### src/rtl/bus_arbiter_2m3s.sv
// Two-master, three-slave single-beat bus controller: round-robin arbitration,
// address decode to a one-hot slave select, ready/timeout handling and per-master response.
module bus_arbiter_2m3s #(
    parameter int TIMEOUT = 15
) (
    input  logic        clk,
    input  logic        rst,
    input  logic        m0_req,
    input  logic        m0_mode,
    input  logic [15:0] m0_addr,
    input  logic [7:0]  m0_wdata,
    output logic        m0_grant,
    output logic        m0_done,
    output logic        m0_err,
    output logic [7:0]  m0_rdata,
    input  logic        m1_req,
    input  logic        m1_mode,
    input  logic [15:0] m1_addr,
    input  logic [7:0]  m1_wdata,
    output logic        m1_grant,
    output logic        m1_done,
    output logic        m1_err,
    output logic [7:0]  m1_rdata,
    output logic        s_mode,
    output logic [15:0] s_addr,
    output logic [7:0]  s_wdata,
    output logic        s_valid,
    output logic [2:0]  s_sel,
    input  logic [7:0]  s1_rdata,
    input  logic [7:0]  s2_rdata,
    input  logic [7:0]  s3_rdata,
    input  logic        s1_ready,
    input  logic        s2_ready,
    input  logic        s3_ready
);

    typedef enum logic [1:0] {
        IDLE = 2'd0,
        ADDR = 2'd1,
        WAIT = 2'd2,
        DONE = 2'd3
    } state_t;

    localparam logic [7:0] TMO = 8'(TIMEOUT);

    state_t      state_q, state_d;
    logic        ptr_q, ptr_d;
    logic        owner_q, owner_d;
    logic        mode_q, mode_d;
    logic [15:0] addr_q, addr_d;
    logic [7:0]  wdata_q, wdata_d;
    logic [2:0]  sel_q, sel_d;
    logic [7:0]  cnt_q, cnt_d;
    logic        err_q, err_d;
    logic [7:0]  rdata0_q, rdata0_d;
    logic [7:0]  rdata1_q, rdata1_d;

    logic        win;
    logic [2:0]  hit_sel;
    logic [7:0]  cap;
    logic        sel_ready;
    logic [7:0]  sel_rdata;
    logic        busy;

    function automatic logic [2:0] decode(input logic [3:0] page);
        case (page)
            4'h0:    decode = 3'b001;
            4'h1:    decode = 3'b010;
            4'h2:    decode = 3'b100;
            default: decode = 3'b000;
        endcase
    endfunction

    // Only the selected slave's handshake is observed; the others are masked off.
    assign sel_ready = |(sel_q & {s3_ready, s2_ready, s1_ready});

    always_comb begin
        sel_rdata = 8'h00;
        if (sel_q[0]) begin
            sel_rdata = s1_rdata;
        end else if (sel_q[1]) begin
            sel_rdata = s2_rdata;
        end else if (sel_q[2]) begin
            sel_rdata = s3_rdata;
        end
    end

    always_comb begin
        state_d  = state_q;
        ptr_d    = ptr_q;
        owner_d  = owner_q;
        mode_d   = mode_q;
        addr_d   = addr_q;
        wdata_d  = wdata_q;
        sel_d    = sel_q;
        cnt_d    = cnt_q;
        err_d    = err_q;
        rdata0_d = rdata0_q;
        rdata1_d = rdata1_q;
        win      = 1'b0;
        hit_sel  = 3'b000;
        cap      = 8'h00;
        case (state_q)
            IDLE: begin
                if (m0_req || m1_req) begin
                    win     = (m0_req && m1_req) ? ptr_q : m1_req;
                    owner_d = win;
                    mode_d  = win ? m1_mode  : m0_mode;
                    addr_d  = win ? m1_addr  : m0_addr;
                    wdata_d = win ? m1_wdata : m0_wdata;
                    hit_sel = decode(addr_d[15:12]);
                    sel_d   = hit_sel;
                    if (hit_sel != 3'b000) begin
                        err_d   = 1'b0;
                        state_d = ADDR;
                    end else begin
                        err_d   = 1'b1;
                        state_d = DONE;
                        if (win) begin
                            rdata1_d = 8'h00;
                        end else begin
                            rdata0_d = 8'h00;
                        end
                    end
                end
            end
            ADDR: begin
                cnt_d   = 8'd0;
                state_d = WAIT;
            end
            WAIT: begin
                cnt_d = cnt_q + 8'd1;
                // A ready in the timeout cycle still completes the transfer cleanly.
                if (sel_ready || cnt_d == TMO) begin
                    err_d   = ~sel_ready;
                    cap     = (sel_ready && !mode_q) ? sel_rdata : 8'h00;
                    state_d = DONE;
                    if (owner_q) begin
                        rdata1_d = cap;
                    end else begin
                        rdata0_d = cap;
                    end
                end
            end
            DONE: begin
                ptr_d   = ~ptr_q;
                state_d = IDLE;
            end
            default: state_d = IDLE;
        endcase
    end

    always_ff @(posedge clk) begin
        if (rst) begin
            state_q  <= IDLE;
            ptr_q    <= 1'b0;
            owner_q  <= 1'b0;
            mode_q   <= 1'b0;
            addr_q   <= 16'h0000;
            wdata_q  <= 8'h00;
            sel_q    <= 3'b000;
            cnt_q    <= 8'd0;
            err_q    <= 1'b0;
            rdata0_q <= 8'h00;
            rdata1_q <= 8'h00;
        end else begin
            state_q  <= state_d;
            ptr_q    <= ptr_d;
            owner_q  <= owner_d;
            mode_q   <= mode_d;
            addr_q   <= addr_d;
            wdata_q  <= wdata_d;
            sel_q    <= sel_d;
            cnt_q    <= cnt_d;
            err_q    <= err_d;
            rdata0_q <= rdata0_d;
            rdata1_q <= rdata1_d;
        end
    end

    assign busy     = (state_q == ADDR) || (state_q == WAIT);
    assign s_valid  = (state_q == ADDR);
    assign s_sel    = busy ? sel_q : 3'b000;
    assign s_mode   = mode_q;
    assign s_addr   = addr_q;
    assign s_wdata  = wdata_q;

    assign m0_grant = busy & ~owner_q;
    assign m1_grant = busy & owner_q;
    assign m0_done  = (state_q == DONE) & ~owner_q;
    assign m1_done  = (state_q == DONE) & owner_q;
    assign m0_err   = m0_done & err_q;
    assign m1_err   = m1_done & err_q;
    assign m0_rdata = rdata0_q;
    assign m1_rdata = rdata1_q;

endmodule

### config.mk
export PLATFORM = sky130hd
export DESIGN_NAME = bus_arbiter_2m3s
export DESIGN_NICKNAME = d
export VERILOG_FILES = /design/src/rtl/bus_arbiter_2m3s.sv
export SDC_FILE = /design/constraint.sdc
export NUM_CORES = 1
export LEC_CHECK = 0
export ABC_AREA = 1
export CAP_MARGIN = 20
export CORE_ASPECT_RATIO = 0.7
export CORE_MARGIN = 5
export CORE_UTILIZATION = 43
export DETAILED_ROUTE_END_ITERATION = 10
export HOLD_SLACK_MARGIN = 0.06
export PLACE_DENSITY_LB_ADDON = 0.05
export SKIP_LAST_GASP = 1
export SLEW_MARGIN = 30
export SYNTH_ARGS = -nofsm -noshare
export SYNTH_HDL_FRONTEND = slang
export SYNTH_SLANG_ARGS = --single-unit
### constraint.sdc
create_clock -name clk -period 2.2 [get_ports clk]
set_input_delay 0.44 -clock clk [delete_from_list [all_inputs] [get_ports clk]]
set_output_delay 0.44 -clock clk [all_outputs]
set_load 0.02 [all_outputs]
==> impl_metrics.csv, run 1 <==
group,metric,value,unit
final_layout,areaGrowthSynthToFinish,54.80,%
yosys,ys_warn_count,0,
yosys,syn_area_per_cell,6.344,um2
min_path,whs_endpoint,"s_addr[13]",
floorplan,dieArea,9173,um2
cts,cts_root_buf,"clkbuf_8",
cts,cts.clk_slew.worst_paths,0.07,ns
floorplan,coreArea,7222,um2
final_layout,fillers,647,
floorplan,pin_count,132,
min_path,hp-start,"s_addr[13]",
worst_setup_path,path_class,"reg -> out",
worst_setup_path,path_buf_inv,3,
worst_setup_path,r2r_start,"cnt_q[0]",
sta,tightest_slew,0.4449,ns
outcome,status,"complete, no violations",
flow_run,maxCapViolations,0,
worst_setup_path,r2r_slack,0.27,ns
sta,finalSetupTns,0,ns
routing,dr.pass1.iters,4,
yosys,mappedNetlistNets,585,
cts,cts_htree_levels,3,
sta,fin_crit_sh,0.9499,
cts,cts.path.max_buffers,2,
routing,viasPerCell,4.781,
worst_setup_path,setup.worst_path.start_class,"flip-flop",
worst_setup_path,end_kind,"primary output",
sta,setup_viol,0,
floorplan,die_h,81.65,um
yosys,netlist_area,3153,um2
worst_setup_path,critPathMaxFanout,6,
worst_setup_path,slowest_stage,"ha_2",
worst_setup_path,reg2reg_depth,11,
worst_setup_path,crit_family,"buffers and inverters",
sta,hold_viol,0,
sta,final.min_clock_period,2.090,ns
global_routing,grt_max_degree,30,
final_layout,multiInputGateArea,1604,um2
yosys,synth_cell_types,28,
yosys,ys_ff_latch,57,
pwr,vdd_drop_max,0.5484,mV
sta,clock.fmax,478.5,MHz
cts,cts_sinks,57,
cts,clock_latency,0.33,ns
sta,rsz0062_at_grt,"false",
global_routing,grt_pass1_vias,3324,
floorplan,core.rowCount,26,
place,routabilityCongestion,0.8656,
global_routing,gr-total-overflow,0,
worst_setup_path,path_cells,"inv_1 > ha_2 > nand2_1 > inv_1 > dlygate4sd2_1",
place,numPortBuffers,131,
worst_setup_path,worstPathArrival,1.65,ns
place,dp.cells,719,
final_layout,final_cell_mix,"nand2_1 (141), clkdlybuf4s50_1 (123), inv_1 (82), dfxtp_1 (57), nor2_1 (54)",
yosys,netlist_instances,497,
routing,vias,3514,
routing,wl_per_cell,12.85,um
worst_setup_path,reg2reg_to,"m1_rdata[6]",
sta,fin_worst_skew,0.01197,ns
routing,drt_wl_total,9444,um
min_path,hp-class,"reg -> reg",
global_routing,antenna_found_initial,0,
routing,drcViolationCount,0,
worst_setup_path,cpMostUsedCell,"inv_1",
floorplan,die_width,112.4,um
pwr,p_leak,0.002380,uW
pwr,p_per_area,1131,nW/um2
final_layout,area.sequential,1141,um2
routing,drtIter0Drc,251,
final_layout,stdcell_count,735,
final_layout,drive_above_1_share,0.06122,
worst_setup_path,slowest_delay,0.39,ns
cts,cts_tree,"yes",
min_path,hold_depth,2,
place,dpl.hpwl,7343,um
floorplan,start_util,0.4366,
sta,drv_slew,0,
routing,antenna_left,0,
cts,cts_inserted_buffers,9,
global_routing,grt_pass1_wl,15550,um
sta,slew_headroom,0.7030,
worst_setup_path,required,1.76,ns
final_layout,finalNetCount,720,
yosys,ys_seq_area_frac,0.3619,
global_routing,grt_usage,0.2092,
final_layout,final_common_cell,"nand2_1",
final_layout,num_antenna_cells,0,
==> flip-flops by register name, summed over array words and instances, names as in the netlist <==
name	cells
ptr_q	1
owner_q	1
cnt_q	8
state_q	2
m1_rdata	8
s_wdata	8
sel_q	3
s_addr	16
s_mode	1
m0_rdata	8
err_q	1
==> layout make-up <==
type | count | share of cell area
clock buffers | 12 | 0.03179
clock inverters | 4 | 0.02025
inverters | 87 | 0.06691
multi-input cells | 331 | 0.3286
flip-flops and latches | 57 | 0.2338
well taps | 98 | 0.02512
repair buffers | 146 | 0.2935
==> power breakdown <==
part	total [uW]	switching [uW]	internal, uW
sequential	1540	200	1340
clock	1250	428	817
combinational	2740	1560	1180
==> kinds of logic after synthesis <==
kind of cell / after synthesis / share of synthesized area
DFF: 57 / 0.3619
and+or+nand+nor: 257 / 0.3405
xor gates and xnor gates: 1 / 0.002778
AOI/OAI and AO/OA: 66 / 0.1294
adders and majority gates: 7 / 0.02778
buffers and inverters: 109 / 0.1377
==> Yosys cell counts <==
cell type	instances	share of area
nand2_1	141	0.17
inv_1	82	0.098
dfxtp_1	57	0.36
nor2_1	54	0.064
nand3_1	48	0.076
a21oi_1	27	0.043
o211ai_1	24	0.057
clkbuf_1	10	0.012
o21ai_0	9	0.014
ha_1	7	0.028
nand4_1	6	0.012
buf_2	5	0.0079
buf_1	4	0.0048
clkinv_1	4	0.0048
nand2_2	3	0.0060
buf_6	2	0.0071
nor3_1	2	0.0032
o21bai_1	2	0.0048
a22oi_1	1	0.0024
a2bb2oi_1	1	0.0028
buf_4	1	0.0024
inv_2	1	0.0012
nand3_2	1	0.0032
nand3_4	1	0.0056
nand3b_1	1	0.0024
o2111a_1	1	0.0036
o21ai_1	1	0.0016
xor2_1	1	0.0028
==> timing repair <==
action	in CTS	in global routing
buffers inserted	0	0
hold buffers	0	0
setup endpoints to repair	6	13
pin swaps	0	0
resized for setup	7	8
==> worst max-delay path by stage <==
stage / from / to / slack [ns] / cells past startpoint
after floorplan: state_q[1] / m0_grant / 0.46 / 4
after global placement: m0_req / m0_rdata[3] / 0.08 / 12
after detailed placement: m0_req / m0_rdata[4] / -0.08 / 12
after CTS: state_q[1] / m0_grant / 0.02 / 5
after global routing: state_q[1] / s_sel[1] / 0.002 / 5
final: state_q[1] / s_sel[1] / 0.11 / 5
==> worst min-delay path, delay by kind of cell, from the launching register on <==
family          cells  cell delay [ns]
flops               1             0.32
buf+inv             1             0.04
compound gates      1             0.07
==> routing by layer <==
metal,track usage,vias to the layer above,wire length (um)
li1,-,1826,-
met1,0.2731,1559,4224
met2,0.3359,117,4318
met3,0.06922,12,784
met4,0.05522,0,116
met5,0,-,0
==> stage by stage <==
stage | power [uW] | hold WS [ns] | area, um2 | util | worst slack [ns]
2_1_floorplan | 3177 | 0.4582 | 3153 | - | 0.4636
3_3_place_gp | 4236 | 0.4494 | 4616 | 0.6391 | 0.07568
3_5_place_dp | 4286 | 0.4548 | 4616 | 0.6391 | -0.07887
4_1_cts | 5545 | 0.4638 | 4865 | 0.6736 | 0.02303
5_1_grt | 5945 | 0.5101 | 4881 | 0.6758 | 0.001551
6_report | 5522 | 0.4595 | 4881 | 0.6758 | 0.1102
Power figures use the tool's default switching activity.
==> inputs of run 2 (changes only) <==
--- a/config.mk
+++ b/config.mk
@@ -13,6 +13,7 @@
 export DETAILED_ROUTE_END_ITERATION = 10
 export HOLD_SLACK_MARGIN = 0.06
 export PLACE_DENSITY_LB_ADDON = 0.05
+export SETUP_SLACK_MARGIN = 0.1
 export SKIP_LAST_GASP = 1
 export SLEW_MARGIN = 30
 export SYNTH_ARGS = -nofsm -noshare
==> impl_metrics.csv, run 2 (same netlist as run 1, synthesis figures left out) <==
group,metric,value,unit
worst_setup_path,cpMostUsedCell,"inv_1",
final_layout,fillers,645,
worst_setup_path,required,1.76,ns
worst_setup_path,worstPathArrival,1.58,ns
cts,cts.clk_slew.worst_paths,0.07,ns
final_layout,finalNetCount,723,
cts,cts_tree,"yes",
routing,drcViolationCount,0,
floorplan,pin_count,132,
floorplan,core.rowCount,26,
worst_setup_path,critPathMaxFanout,6,
worst_setup_path,path_class,"reg -> out",
sta,fin_crit_sh,0.9177,
place,numPortBuffers,131,
routing,viasPerCell,4.767,
sta,rsz0062_at_grt,"true",
final_layout,drive_above_1_share,0.06875,
sta,fin_worst_skew,0.01263,ns
routing,drtIter0Drc,218,
cts,cts_root_buf,"clkbuf_8",
floorplan,coreArea,7222,um2
floorplan,die_h,81.65,um
global_routing,antenna_found_initial,0,
sta,drv_slew,0,
routing,drt_wl_total,9505,um
global_routing,gr-total-overflow,0,
sta,tightest_slew,0.4359,ns
floorplan,start_util,0.4366,
global_routing,grt_usage,0.2091,
final_layout,areaGrowthSynthToFinish,55.64,%
cts,clock_latency,0.33,ns
final_layout,final_common_cell,"nand2_1",
worst_setup_path,r2r_slack,0.31,ns
worst_setup_path,path_buf_inv,3,
global_routing,grt_max_degree,30,
sta,hold_viol,0,
worst_setup_path,slowest_stage,"dfxtp_1",
final_layout,final_core_util,0.6795,
sta,finalSetupTns,0,ns
global_routing,grt_pass1_vias,3326,
cts,cts_htree_levels,3,
sta,clock.fmax,495.3,MHz
final_layout,final_cell_mix,"nand2_1 (141), clkdlybuf4s50_1 (122), inv_1 (82), dfxtp_1 (57), nor2_1 (54)",
cts,cts_inserted_buffers,9,
place,dpl.hpwl,7343,um
worst_setup_path,setup.worst_path.start_class,"flip-flop",
flow_run,maxCapViolations,0,
cts,holdBufCountCts,0,
pwr,vdd_drop_max,0.5526,mV
sta,final.min_clock_period,2.019,ns
sta,setup_viol,0,
routing,wl_per_cell,12.88,um
final_layout,num_antenna_cells,0,
floorplan,die_width,112.4,um
final_layout,largest_register_ffs,16,
worst_setup_path,slowest_delay,0.40,ns
place,routabilityCongestion,0.8656,
routing,dr.pass1.iters,4,
cts,cts_sinks,57,
routing,antenna_left,0,
outcome,status,"complete, no violations",
worst_setup_path,crit_family,"buffers and inverters",
worst_setup_path,critPathLaunch,"state_q[1]",
worst_setup_path,r2r_start,"state_q[0]",
sta,slew_headroom,0.7090,
worst_setup_path,end_kind,"primary output",
cts,cts.path.max_buffers,2,
pwr,p_per_area,1136,nW/um2
worst_setup_path,path_cells,"inv_1 > ha_4 > nand2_1 > inv_1 > dlygate4sd2_1",
min_path,hp-start,"s_addr[13]",
routing,vias,3518,
floorplan,dieArea,9173,um2
place,pre_cts_ws,-0.07887,ns
pwr,p_leak,0.002379,uW
min_path,hp-class,"reg -> reg",
sta,fin_ws,0.1811,ns
global_routing,grt_pass1_wl,15530,um
run 2: final timing paths:
check           endpoint  cells past startpoint
min           s_addr[13]                      2
max             m1_grant                      5
min reg2reg   s_addr[13]                      2
max reg2reg  m1_rdata[6]                     12
run 2: layout make-up:
type                       count  area (um2)  area share
multi-input combinational    331        1614      0.3289
timing repair buffer         149        1449      0.2953
sequential                    57        1141      0.2325
inverter                      87       326.6     0.06655
clock buffer                  12       155.1     0.03162
tap                           98       122.6     0.02499
clock inverter                 4       98.84     0.02014
run 2: per-layer routing:
| metal | vias up | GRT usage | part of all wire |
|---|---|---|---|
| met1 | 1562 | 0.2722 | 0.45 |
| met2 | 111 | 0.3359 | 0.46 |
| li1 | 1833 | - | - |
| met5 | - | 0 | 0 |
| met4 | 0 | 0.05522 | 0.012 |
| met3 | 12 | 0.06996 | 0.080 |
run 2: through the flow:
step / instances / instance area, um2 / hold slack (ns) / power (uW)
final: 738 / 4907 / 0.4595 / 5577
after global routing: 738 / 4907 / 0.5101 / 6003
after detailed placement: 719 / 4616 / 0.4548 / 4286
after CTS: 735 / 4866 / 0.4638 / 5544
after floorplan: 497 / 3153 / 0.4582 / 3177
after global placement: 719 / 4616 / 0.4494 / 4236
run 2: timing repair:
item / CTS / global route
pin swaps: 0 / 1
endpoints found under the setup margin: 8 / 23
setup buffers: 0 / 3
gates cloned: 0 / 0
gates resized for setup: 12 / 9
run 2: where the power goes:
group | switching, uW | internal (uW)
combinational | 1580 | 1220
sequential | 201 | 1340
clock | 426 | 817
total | 2210 | 3370
run 2: worst reg2reg max path, delay by kind of cell, from the launching register on:
kind	cells	cell delay (ns)
flip-flops	1	0.33
AO/OA/AOI/OAI	2	0.23
buffers and inverters	3	0.36
AND/OR/NAND/NOR	6	0.62
adder cells (fa/ha/maj)	1	0.30
==> inputs of run 3 (changes only) <==
--- a/config.mk
+++ b/config.mk
@@ -11,11 +11,9 @@
 export CORE_MARGIN = 5
 export CORE_UTILIZATION = 43
 export DETAILED_ROUTE_END_ITERATION = 10
-export HOLD_SLACK_MARGIN = 0.06
 export PLACE_DENSITY_LB_ADDON = 0.05
 export SETUP_SLACK_MARGIN = 0.1
 export SKIP_LAST_GASP = 1
-export SLEW_MARGIN = 30
 export SYNTH_ARGS = -nofsm -noshare
 export SYNTH_HDL_FRONTEND = slang
 export SYNTH_SLANG_ARGS = --single-unit
==> constraint.sdc (replaced) <==
create_clock -name clk -period 2.2 [get_ports clk]
set_input_delay 0.33 -clock clk [delete_from_list [all_inputs] [get_ports clk]]
set_output_delay 0.33 -clock clk [all_outputs]
set_load 0.02 [all_outputs]
==> impl_metrics.csv, run 3 (same netlist as run 1, synthesis figures left out) <==
group,metric,value,unit
outcome,status,"complete, no violations",
routing,drtIter0Drc,168,
routing,vias,3512,
final_layout,num_antenna_cells,0,
routing,dr.pass1.iters,5,
sta,rsz0062_at_grt,"true",
worst_setup_path,path_class,"reg -> out",
floorplan,pin_count,132,
final_layout,final_common_cell,"nand2_1",
floorplan,coreArea,7222,um2
worst_setup_path,critPathMaxFanout,6,
floorplan,die_h,81.65,um
worst_setup_path,end_kind,"primary output",
sta,hold_slack,0.4719,ns
sta,fin_worst_skew,0.01080,ns
worst_setup_path,critPathLaunch,"state_q[1]",
sta,drv_slew,0,
cts,cts_tree,"yes",
global_routing,gr-total-overflow,0,
sta,setup_viol,0,
sta,tightest_slew,0.4306,ns
place,dpl.hpwl,7347,um
cts,cts.path.max_buffers,2,
cts,cts_root_buf,"clkbuf_8",
routing,viasPerCell,4.772,
sta,hold_viol,0,
worst_setup_path,r2r_start,"cnt_q[1]",
place,routabilityCongestion,0.8929,
final_layout,finalNetCount,721,
pwr,vdd_drop_max,0.5424,mV
floorplan,dieArea,9173,um2
routing,drcViolationCount,0,
cts,cts.clk_slew.worst_paths,0.07,ns
pwr,p_per_area,1106,nW/um2
final_layout,final_core_util,0.6698,
sta,fin_crit_sh,0.9085,
flow_run,maxCapViolations,0,
sta,slew_headroom,0.7126,
cts,clock_latency,0.34,ns
global_routing,grt_usage,0.2090,
cts,cts_inserted_buffers,9,
cts,cts_sinks,57,
place,numPortBuffers,131,
min_path,hp-class,"reg -> reg",
floorplan,die_width,112.4,um
sta,final.min_clock_period,1.999,ns
global_routing,grt_pass1_wl,15500,um
final_layout,final_cell_mix,"nand2_1 (141), clkdlybuf4s50_1 (123), inv_1 (81), dfxtp_1 (56), nor2_1 (54)",
routing,drt_wl_total,9532,um
worst_setup_path,required,1.87,ns
min_path,hp-start,"s_addr[13]",
final_layout,largest_register_ffs,16,
worst_setup_path,setup.worst_path.start_class,"flip-flop",
floorplan,core.rowCount,26,
pwr,p_leak,0.002350,uW
final_layout,areaGrowthSynthToFinish,53.41,%
global_routing,grt_max_degree,27,
floorplan,start_util,0.4366,
worst_setup_path,worstPathArrival,1.67,ns
sta,clock.fmax,500.3,MHz
global_routing,grt_pass1_vias,3386,
final_layout,drive_above_1_share,0.06740,
global_routing,antenna_found_initial,0,
final_layout,fillers,634,
routing,antenna_left,0,
cts,cts_htree_levels,3,
routing,wl_per_cell,12.95,um
[run 3: per-layer routing]
metal	global-route usage	share of wire	vias to the layer above
li1	-	-	1829
met1	0.2513	0.44	1555
met2	0.3514	0.46	114
met3	0.08247	0.083	14
met4	0.05882	0.016	0
met5	0	0	-
[run 3: worst paths after layout]
check	to	slack [ns]	depth (start not counted)
worst min-delay path	s_addr[13]	0.47	2
worst max register to register	m0_rdata[1]	0.30	11
worst min register to register	s_addr[13]	0.47	2
worst max-delay path	s_sel[1]	0.20	5
[run 3: what timing repair did]
| item | CTS | global route |
|---|---|---|
| hold buffers | 0 | 0 |
| cloned | 0 | 0 |
| setup endpoints to repair | 8 | 21 |
| pin swaps | 0 | 1 |
| gates resized for setup | 8 | 10 |
| setup buffers | 0 | 4 |
[run 3: critical path, cell delays in order, from the launching register on]
cell	delay (ns)
dfxtp_1	0.39
inv_1	0.11
ha_2	0.40
nand2_1	0.06
inv_1	0.05
dlygate4sd2_1	0.32
[run 3: final cells by class]
type	count	area [um2]	share of cell area
Multi-Input combinational cell	331	1604	0.3316
Timing Repair Buffer	147	1423	0.2941
Sequential cell	57	1142	0.2362
Inverter	87	326.6	0.06751
Clock buffer	10	127.6	0.02638
Tap cell	98	122.6	0.02535
Clock inverter	6	91.34	0.01888
[run 3: power breakdown]
part | switching [uW] | total [uW] | internal (uW) | leakage, uW
clock network | 451 | 1090 | 641 | 0.0000991
logic | 1570 | 2730 | 1160 | 0.00178
registers | 195 | 1530 | 1340 | 0.000470
total | 2210 | 5350 | 3140 | 0.00235
[run 3: through the flow]
step / std cells / instance area [um2] / power (uW) / setup TNS, ns / worst slack (ns)
6_report: 736 / 4837 / 5349 / 0 / 0.2012
5_1_grt: 736 / 4837 / 5775 / 0 / 0.05955
4_1_cts: 732 / 4802 / 5345 / 0 / 0.1176
3_5_place_dp: 716 / 4581 / 4220 / -0.005661 / -0.005661
3_3_place_gp: 716 / 4581 / 4176 / 0 / 0.1213
2_1_floorplan: 497 / 3153 / 3177 / 0 / 0.5395
